### config.mk
export PLATFORM = sky130hd
export DESIGN_NAME = message_reg_uart_tx
export DESIGN_NICKNAME = d
export VERILOG_FILES = /design/src/rtl/message_reg_uart_tx.sv
export SDC_FILE = /design/constraint.sdc
export NUM_CORES = 1
export LEC_CHECK = 0
export BUFFER_PORTS_ARGS = -buffer_cell sky130_fd_sc_hd__buf_2
export CAP_MARGIN = 10
export CELL_PAD_IN_SITES_DETAIL_PLACEMENT = 0
export CELL_PAD_IN_SITES_GLOBAL_PLACEMENT = 1
export CORE_UTILIZATION = 36
export CTS_CLUSTER_SIZE = 20
export DETAILED_ROUTE_END_ITERATION = 8
export PLACE_DENSITY = 0.77
export SYNTH_ARGS = -nofsm -noshare
export SYNTH_HDL_FRONTEND = slang
export SYNTH_SLANG_ARGS = --single-unit
### constraint.sdc
create_clock -name clk -period 1.3 [get_ports clk]
set_input_delay 0.26 -clock clk [delete_from_list [all_inputs] [get_ports clk]]
set_output_delay 0.26 -clock clk [all_outputs]
set_load 0.02 [all_outputs]
### src/rtl/message_reg_uart_tx.sv
// Message register and 8N1 UART transmitter for the Hangman radio link.
// A rising edge on ready latches msg and launches one frame on tx_serial.
module message_reg_uart_tx #(
  parameter int CLKS_PER_BIT = 100
) (
  input  logic       clk,
  input  logic       nRst,
  input  logic       ready,
  input  logic [7:0] msg,
  output logic [7:0] tx_byte,
  output logic       tx_ctrl,
  output logic       tx_serial,
  output logic       blue,
  output logic       transmit_ready
);

  localparam int CW = $clog2(CLKS_PER_BIT);
  localparam logic [CW-1:0] CNT_LAST = CW'(CLKS_PER_BIT - 1);

  typedef enum logic [2:0] {IDLE, START, DATA, STOP, DONE} state_e;

  state_e        state_q, state_d;
  logic [CW-1:0] clk_cnt_q, clk_cnt_d;
  logic [2:0]    bit_idx_q, bit_idx_d;
  logic          ready_q;
  logic [7:0]    tx_byte_q;
  logic          tx_ctrl_q;
  logic          capture;

  // A pending start pulse counts as busy, so edges are never queued.
  assign capture = ready && !ready_q && (state_q == IDLE) && !tx_ctrl_q;

  always_ff @(posedge clk) begin
    if (nRst) begin
      ready_q   <= 1'b0;
      tx_byte_q <= 8'h00;
      tx_ctrl_q <= 1'b0;
    end else begin
      ready_q   <= ready;
      tx_ctrl_q <= capture;
      if (capture) begin
        tx_byte_q <= msg;
      end
    end
  end

  always_ff @(posedge clk) begin
    if (nRst) begin
      state_q   <= IDLE;
      clk_cnt_q <= '0;
      bit_idx_q <= 3'd0;
    end else begin
      state_q   <= state_d;
      clk_cnt_q <= clk_cnt_d;
      bit_idx_q <= bit_idx_d;
    end
  end

  always_comb begin
    state_d   = state_q;
    clk_cnt_d = clk_cnt_q;
    bit_idx_d = bit_idx_q;
    case (state_q)
      IDLE: begin
        if (tx_ctrl_q) begin
          clk_cnt_d = '0;
          bit_idx_d = 3'd0;
          state_d   = START;
        end
      end
      START: begin
        if (clk_cnt_q == CNT_LAST) begin
          clk_cnt_d = '0;
          state_d   = DATA;
        end else begin
          clk_cnt_d = clk_cnt_q + CW'(1);
        end
      end
      DATA: begin
        if (clk_cnt_q == CNT_LAST) begin
          clk_cnt_d = '0;
          if (bit_idx_q == 3'd7) begin
            bit_idx_d = 3'd0;
            state_d   = STOP;
          end else begin
            bit_idx_d = bit_idx_q + 3'd1;
          end
        end else begin
          clk_cnt_d = clk_cnt_q + CW'(1);
        end
      end
      STOP: begin
        if (clk_cnt_q == CNT_LAST) begin
          clk_cnt_d = '0;
          state_d   = DONE;
        end else begin
          clk_cnt_d = clk_cnt_q + CW'(1);
        end
      end
      DONE:    state_d = IDLE;
      default: state_d = IDLE;
    endcase
  end

  // tx_byte cannot change while a frame is in flight, so it doubles as the shift data.
  always_comb begin
    tx_serial      = 1'b1;
    blue           = 1'b0;
    transmit_ready = 1'b0;
    case (state_q)
      START: begin
        tx_serial = 1'b0;
        blue      = 1'b1;
      end
      DATA: begin
        tx_serial = tx_byte_q[bit_idx_q];
        blue      = 1'b1;
      end
      STOP:    blue = 1'b1;
      DONE:    transmit_ready = 1'b1;
      default: tx_serial = 1'b1;
    endcase
  end

  assign tx_byte = tx_byte_q;
  assign tx_ctrl = tx_ctrl_q;

endmodule

==> results.json, run 1 <==
{
  "ys_seq_area_share_pct": 42.2,
  "critPathSlowestCell": "mux4_2",
  "finalHoldViolations": 0,
  "cpPeakStageDelay_ns": 0.51,
  "numClockSinks": 23,
  "drive_gt1_share_pct": 56.9,
  "crit_arrival_ns": 1.62,
  "required_ns": 1.04,
  "syn_nets": 130,
  "min_path_type": "in2reg",
  "fin_crit_ns": 1.88,
  "ys_warn_count": 0,
  "grt_pass1_vias": 1020,
  "clkLatencyLatePin_ns": 0.31,
  "grt_remaining_overflow": 0,
  "violations": "setup timing",
  "ir_drop_uv": 434,
  "nets": 196,
  "start_util_pct": 38.9,
  "synth_top_family_by_area": "simple AND/OR/NAND/NOR gates",
  "crit_type": "reg2out",
  "cp_top_family": "multiplexers",
  "coreArea_um2": 2810,
  "synthXorXnorAreaFrac_pct": 4.81,
  "clk_pin_slew_worst_paths_ns": 0.13,
  "status": "complete, but fails checks",
  "synth_compound_area_share_pct": 6.64,
  "vias": 1025,
  "detail_route.vias_per_cell": 4.83,
  "die_width_um": 57.1,
  "skew_ns": 0.00847,
  "chipHeight_um": 57.1,
  "synthAdderAreaFrac_pct": 3.44,
  "max_freq_mhz": 531,
  "synth_top_area_share_pct": 42.2,
  "dieArea_um2": 3260,
  "fin_util_pct": 63.4,
  "tns_ns": -4.19,
  "cp_cell_sequence": "mux4_2 > mux2i_2 > a21oi_2 > buf_4",
  "place_congestion": 0.772,
  "cts_inserted_buffers": 3,
  "final_common_cell": "buf_4",
  "cp_num_buf_inv": 1,
  "ant_nets": 0,
  "grt_first_pass_wirelength_um": 4420,
  "cts.path.max_buffers": 2,
  "muxShareOfSynthArea_pct": 15.1,
  "io_pins": 23,
  "syn_area_per_cell_um2": 9.42,
  "htreeDepth": 1,
  "pre_cts_slack_ns": -0.256,
  "power.total_w": 0.00144,
  "syn_area_um2": 1090,
  "final.setup.worst_slack_ns": -0.583,
  "root_buffer": "clkbuf_4",
  "dr.pass1.iters": 4,
  "dp_hpwl_um": 1760,
  "synth_simple_gate_area_share_pct": 24.2,
  "rows": 19,
  "syn_inst": 116,
  "crit_path_start_kind": "register",
  "antenna_found_initial": 0,
  "yosys_register_bits": 23,
  "rsz0062_at_grt": "true",
  "synth_area_leaders": "dfxtp_1, mux2i_1, nor2_1",
  "cp-end-kind": "output port",
  "grt.total_usage_pct": 17.3,
  "post-synth-top-area-cell": "dfxtp_1",
  "p_leak_nw": 0.812,
  "cp_max_fo": 3,
  "power_density_nw_per_um2": 807,
  "port_buffers": 22,
  "max_cap_violations": 0,
  "slew_viol_final": 0,
  "setup_viol": 23,
  "post_drt_wl_per_cell_um": 12.6,
  "postLayoutCellArea_um2": 1780,
  "min_period_over_period_pct": 145,
  "cts_tree": "done",
  "drc": 0,
  "maxSlewHeadroom_pct": 73.8,
  "synth_cell_types": 33,
  "layout_common_cells": "buf_4, buf_2, nor2_1, dfxtp_1, buf_6",
  "antenna-diode-count": 0,
  "drt_iter0_markers": 12,
  "dpl_cell_area_um2": 1460,
  "worst_slew_pin_slew_ns": 0.390,
  "grt_max_degree": 18,
  "syn2layout_area_growth_pct": 62.9,
  "routed_wirelength_um": 2670
}
[timing repair]
| action | 4_1_cts | 5_1_grt |
|---|---|---|
| pin swaps | 11 | 22 |
| setup endpoints to repair | 21 | 23 |
| gates resized for setup | 31 | 20 |
| buffers inserted | 8 | 6 |
| endpoints found under the hold margin | 0 | 0 |
| hold buffers | 0 | 0 |
[cell type report]
| class | instances | area (um2) |
|---|---|---|
| inverters | 2 | 7.51 |
| fillers | 234 | 1030 |
| clock inverters | 1 | 5.00 |
| clock buffers | 3 | 22.5 |
| well taps | 31 | 38.8 |
| repair buffers | 67 | 515 |
| flip-flops and latches | 23 | 475 |
| multi-input cells | 85 | 714 |
[path summary, 6_finish.rpt]
kind,slack (ns),to,cells past startpoint,start
hold / removal,0.18,tx_byte[4],3,msg[4]
hold reg to reg,0.54,state_q[1],1,state_q[2]
setup reg to reg,-0.23,state_q[0],4,clk_cnt_q[4]
setup / recovery,-0.58,tx_serial,4,bit_idx_q[1]
[per-stage QoR]
step / hold slack, ns / std cells
after CTS: 0.163 / 206
after global routing: 0.166 / 212
after detailed placement: 0.499 / 194
after global placement: 0.491 / 194
final: 0.179 / 212
after floorplan: 0.388 / 116
[routing by layer]
layer | vias to the layer above | wire length [um] | share of wire [%] | track usage, %
met1 | 477 | 1280 | 48 | 22.8
met5 | - | 0 | 0 | 0
met4 | 0 | 27 | 1.0 | 8.71
li1 | 534 | - | - | -
met3 | 2 | 44 | 1.6 | 1.36
met2 | 12 | 1320 | 49 | 28.7
[tightest hold or removal path: cells and delay by family]
kind / cells / cell delay, ns
mux: 1 / 0.05
simple gates: 1 / 0.07
buf+inv: 1 / 0.07
[kinds of logic (layout without fill, tap and decap cells)]
group	Yosys count	in the layout
xor gates and xnor gates	6	6
AOI/OAI and AO/OA	11	11
buffers and inverters	8	73
DFF	23	23
muxes	14	14
adders and majority gates	3	3
and+or+nand+nor	51	51
[synth_stat cells]
master / n
buf_6: 1
buf_2: 2
nor3b_1: 1
mux2i_1: 12
and2_1: 1
dfxtp_1: 23
nand3_1: 2
or2_2: 1
o211ai_1: 1
nor4b_2: 1
nor3_1: 4
nor2b_1: 2
nor4b_1: 2
nor4_1: 1
a31oi_1: 1
xnor2_1: 5
or3b_2: 1
mux4_2: 2
o21bai_1: 2
a21oi_1: 4
ha_1: 3
nor2_1: 21
xor2_1: 1
a2111oi_1: 1
nand4_1: 1
a311oi_1: 1
nand2_1: 7
nor3_2: 1
o21ai_0: 1
nand2b_1: 4
inv_1: 2
clkbuf_1: 3
and3_2: 1
[flip-flops by register name, summed over array words and instances (netlist names)]
| name | cells |
|---|---|
| bit_idx_q | 3 |
| clk_cnt_q | 7 |
| ready_q | 1 |
| state_q | 3 |
| tx_byte | 8 |
| tx_ctrl | 1 |
[power breakdown]
part / leakage, nW / total [W] / internal, W / switching (W)
Clock: 0.0177 / 0.000334 / 0.000115 / 0.000219
Combinational: 0.604 / 0.000356 / 0.000196 / 0.000160
Sequential: 0.191 / 0.000745 / 0.000727 / 0.0000174
Note: power is estimated with default switching activity, not from simulation.
==> run 2: changes to the inputs <==
CORE_ASPECT_RATIO = 1.2   (was not set)
RECOVER_POWER = 25   (was not set)
REMOVE_ABC_BUFFERS = 1   (was not set)
==> results.json, run 2 (synthesis results as in run 1) <==
{
  "grt_pass1_vias": 1122,
  "cts_tree": "done",
  "final_common_cell": "buf_4",
  "rows": 21,
  "required_ns": 1.04,
  "min_path_type": "in2reg",
  "grt_remaining_overflow": 0,
  "grt_max_degree": 18,
  "largest_reg_flops": 8,
  "layout_common_cells": "buf_4, buf_2, nor2_1",
  "ir_drop_uv": 796,
  "status": "complete, but fails checks",
  "place_congestion": 0.830,
  "io_pins": 23,
  "max_cap_violations": 0,
  "cp_max_fo": 3,
  "chipHeight_um": 62.3,
  "vias": 1058,
  "skew_ns": 0.00602,
  "finalHoldViolations": 0,
  "dpl_cell_area_um2": 1500,
  "cts_inserted_buffers": 3,
  "detail_route.vias_per_cell": 4.85,
  "nets": 199,
  "cts.path.max_buffers": 2,
  "drive_gt1_share_pct": 59.2,
  "numClockSinks": 23,
  "cpPeakStageDelay_ns": 0.50,
  "antenna_found_initial": 0,
  "reg2reg_setup_slack_ns": -0.24,
  "power_density_nw_per_um2": 771,
  "dieArea_um2": 3260,
  "port_buffers": 22,
  "cp_cell_sequence": "mux4_2 > mux2i_1 > a21oi_1 > buf_2",
  "routed_wirelength_um": 2830,
  "crit_arrival_ns": 1.58,
  "holdWs_ns": 0.179,
  "pre_cts_slack_ns": -0.249,
  "clk_pin_slew_worst_paths_ns": 0.13,
  "dr.pass1.iters": 4,
  "post_drt_wl_per_cell_um": 13.0,
  "setup_viol": 23,
  "fin_crit_ns": 1.84,
  "dp_hpwl_um": 1970,
  "slew_viol_final": 0,
  "power.total_w": 0.00140,
  "htreeDepth": 1,
  "violations": "setup timing",
  "antenna-diode-count": 0,
  "coreArea_um2": 2840,
  "grt.total_usage_pct": 19.7,
  "ant_nets": 0,
  "clkLatencyLatePin_ns": 0.30,
  "postLayoutCellArea_um2": 1820,
  "rsz0062_at_grt": "true",
  "critPathSlowestCell": "mux4_2",
  "hold_buffers": 0,
  "crit_path_start_kind": "register",
  "drc": 0,
  "root_buffer": "clkbuf_4",
  "p_leak_nw": 0.816,
  "final.fill_count": 242,
  "worst_slew_pin_slew_ns": 0.687,
  "cp_top_family": "multiplexers",
  "cp_num_buf_inv": 1,
  "maxSlewHeadroom_pct": 54.2,
  "min_period_over_period_pct": 141,
  "crit_type": "reg2out",
  "die_width_um": 52.3,
  "cp-end-kind": "output port",
  "drt_iter0_markers": 14,
  "syn2layout_area_growth_pct": 66.3,
  "max_freq_mhz": 544,
  "final.setup.worst_slack_ns": -0.537,
  "start_util_pct": 38.5,
  "grt_first_pass_wirelength_um": 4840
}
-- run 2: cell types whose count changed in the layout (fill, tap and decap cells not counted), moves of 2 or more --
cell,delta
buf_4,+7
dfxtp_1,-2
nor2_2,+2
buf_6,-7
dfxtp_2,+2
-- run 2: routing by layer --
layer	vias up	part of all wire [%]	GRT usage, %
met5	-	0	0
met4	0	1.2	6.25
met3	4	3.3	3.43
met2	24	54	34.8
met1	491	41	23.0
li1	539	-	-
-- run 2: what timing repair did --
action,CTS,global route
buffers inserted,9,6
pin swaps,16,11
setup endpoints to repair,22,25
resized for setup,35,21
-- run 2: metrics by stage --
| step | cells | utilization [%] | setup TNS, ns |
|---|---|---|---|
| 6_report | 218 | 64.0 | -4.32 |
| 5_1_grt | 218 | 64.0 | -6.41 |
| 4_1_cts | 216 | 61.2 | -1.87 |
| 3_5_place_dp | 203 | 53.0 | -2.60 |
| 3_3_place_gp | 203 | 53.0 | -1.93 |
| 2_1_floorplan | 110 | - | -2.80 |
-- run 2: path summary, 6_finish.rpt --
path                                   start           end  depth (start not counted)
worst max-delay path            bit_idx_q[1]     tx_serial                          4
worst min-delay path                  msg[5]    tx_byte[5]                          3
worst max register to register    state_q[1]    tx_byte[0]                          7
worst min register to register  clk_cnt_q[1]  clk_cnt_q[1]                          3
-- run 2: layout make-up --
| type | instances | area [um2] | area share (%) |
|---|---|---|---|
| Clock inverter | 1 | 5.00 | 0.275 |
| Sequential cell | 23 | 478 | 26.3 |
| Tap cell | 34 | 42.5 | 2.34 |
| Clock buffer | 3 | 22.5 | 1.24 |
| Timing Repair Buffer | 70 | 518 | 28.5 |
| Multi-Input combinational cell | 85 | 743 | 40.9 |
| Inverter | 2 | 7.51 | 0.413 |
-- run 2: worst reg2reg max path, cell delays in order (launching register included) --
cell and delay [ns]:
dfxtp_4 0.38, buf_6 0.11, buf_6 0.11, nor3_4 0.28, nand3_2 0.16, buf_12 0.17
mux2i_1 0.14, nor2_1 0.06
-- run 2: power by group --
| part | internal [W] | switching, W | total [W] |
|---|---|---|---|
| Combinational | 0.000181 | 0.000157 | 0.000338 |
| Sequential | 0.000727 | 0.0000173 | 0.000744 |
| Clock | 0.000115 | 0.000204 | 0.000319 |
| Total | 0.00102 | 0.000379 | 0.00140 |
==> run 3: changes to the inputs <==
PLACE_DENSITY = 0.8   (was 0.77)
==> results.json, run 3 (synthesis results as in run 1) <==
{
  "clkLatencyLatePin_ns": 0.32,
  "vias": 1105,
  "cts_inserted_buffers": 3,
  "final.fill_count": 225,
  "worst_slew_pin_slew_ns": 0.854,
  "max_cap_violations": 0,
  "cp-end-kind": "output port",
  "crit_arrival_ns": 1.59,
  "root_buffer": "clkbuf_4",
  "status": "complete, but fails checks",
  "grt_max_degree": 18,
  "cts.path.max_buffers": 2,
  "place_congestion": 0.781,
  "p_sw_w": 0.000426,
  "final_cells": 222,
  "finalHoldViolations": 0,
  "required_ns": 1.04,
  "worstHoldStart": "msg[3]",
  "io_pins": 23,
  "dpl_cell_area_um2": 1530,
  "violations": "setup timing",
  "drt_iter0_markers": 12,
  "antenna-diode-count": 0,
  "power.internal_w": 0.00106,
  "syn2layout_area_growth_pct": 73.9,
  "swShare_pct": 28.7,
  "grt.total_usage_pct": 20.6,
  "drc": 0,
  "post_drt_wl_per_cell_um": 14.2,
  "chipHeight_um": 62.3,
  "grt_pass1_vias": 1154,
  "detail_route.vias_per_cell": 4.98,
  "min_period_over_period_pct": 143,
  "slew_viol_final": 0,
  "postLayoutCellArea_um2": 1900,
  "power.total_w": 0.00149,
  "grt_remaining_overflow": 0,
  "maxSlewHeadroom_pct": 43.0,
  "ant_nets": 0,
  "start_util_pct": 38.5,
  "final.setup.worst_slack_ns": -0.554,
  "ir_drop_uv": 626,
  "grt_first_pass_wirelength_um": 5060,
  "crit_type": "reg2out",
  "fin_crit_ns": 1.85,
  "power_frac_comb_pct": 26.6,
  "min_path_type": "in2reg",
  "r2r-start": "state_q[1]",
  "final_common_cell": "buf_4",
  "cp_max_fo": 3,
  "dieArea_um2": 3260,
  "cts_tree": "done",
  "dp_hpwl_um": 2000,
  "dp_cells": 207,
  "setup_viol": 24,
  "power_density_nw_per_um2": 783,
  "antenna_found_initial": 0,
  "routed_wirelength_um": 3160,
  "die_width_um": 52.3,
  "port_buffers": 22,
  "coreArea_um2": 2840,
  "drive_gt1_share_pct": 60.1,
  "tns_ns": -3.45,
  "clkPwrFrac_pct": 23.3,
  "layout_common_cells": "buf_4, buf_2, nor2_1, dfxtp_1, mux2i_1",
  "largest_reg_flops": 8,
  "max_freq_mhz": 539,
  "nets": 203,
  "numClockSinks": 23,
  "crit_path_start_kind": "register",
  "htreeDepth": 1,
  "p_leak_nw": 0.848,
  "rsz0062_at_grt": "true",
  "rows": 21,
  "power_frac_seq_pct": 50.1,
  "skew_ns": 0.00187,
  "clk_pin_slew_worst_paths_ns": 0.13,
  "dr.pass1.iters": 4,
  "crit_start": "bit_idx_q[1]"
}
run 3: cell count changes in the layout (fill, tap and decap cells not counted), sizes merged:
cell and change:
buf +3, clkbuf +1
run 3: path summary, 6_finish.rpt:
| check | to | slack [ns] | cells past startpoint |
|---|---|---|---|
| setup reg to reg | tx_byte[1] | -0.22 | 7 |
| hold / removal | tx_byte[3] | 0.16 | 3 |
| setup / recovery | tx_serial | -0.55 | 4 |
| hold reg to reg | clk_cnt_q[1] | 0.61 | 3 |
run 3: area by class of cell:
class	instances	area, um2	area share (%)
Clock inverter	1	5.00	0.264
Inverter	2	7.51	0.395
Tap cell	34	42.5	2.24
Clock buffer	3	22.5	1.19
Multi-Input combinational cell	85	762	40.1
Timing Repair Buffer	74	582	30.6
Sequential cell	23	478	25.2
run 3: through the flow:
step,hold slack [ns],setup WS [ns],util (%)
finish,0.164,-0.554,66.9
detailed placement,0.498,-0.237,54.0
floorplan,0.329,-0.234,-
global placement,0.488,-0.199,54.0
CTS,0.162,-0.557,62.8
global route,0.164,-0.616,66.9
run 3: what timing repair did:
action / CTS / global route
setup buffers: 7 / 3
endpoints found under the setup margin: 24 / 26
resized for setup: 39 / 20
hold buffers: 0 / 0
gates cloned: 0 / 1
pin swaps: 17 / 8
run 3: per-layer routing:
metal | track usage (%) | up-vias | part of all wire [%]
li1 | - | 546 | -
met1 | 23.4 | 525 | 40
met2 | 37.2 | 27 | 55
met3 | 3.19 | 7 | 2.3
met4 | 6.91 | 0 | 2.2
met5 | 0 | - | 0
run 3: critical path: stages (launching register included):
cell	delay, ns
dfxtp_4	0.39
mux4_2	0.48
mux2i_1	0.15
a21oi_1	0.08
buf_2	0.16
run 3: power groups by stage:
| stage | registers [W] | clock network (W) | logic, W |
|---|---|---|---|
| after floorplan | 0.000790 | 0 | 0.000105 |
| after global placement | 0.000764 | 0 | 0.000282 |
| after detailed placement | 0.000764 | 0 | 0.000287 |
| after CTS | 0.000746 | 0.000354 | 0.000334 |
| after global routing | 0.000746 | 0.000371 | 0.000424 |
| final | 0.000744 | 0.000347 | 0.000396 |
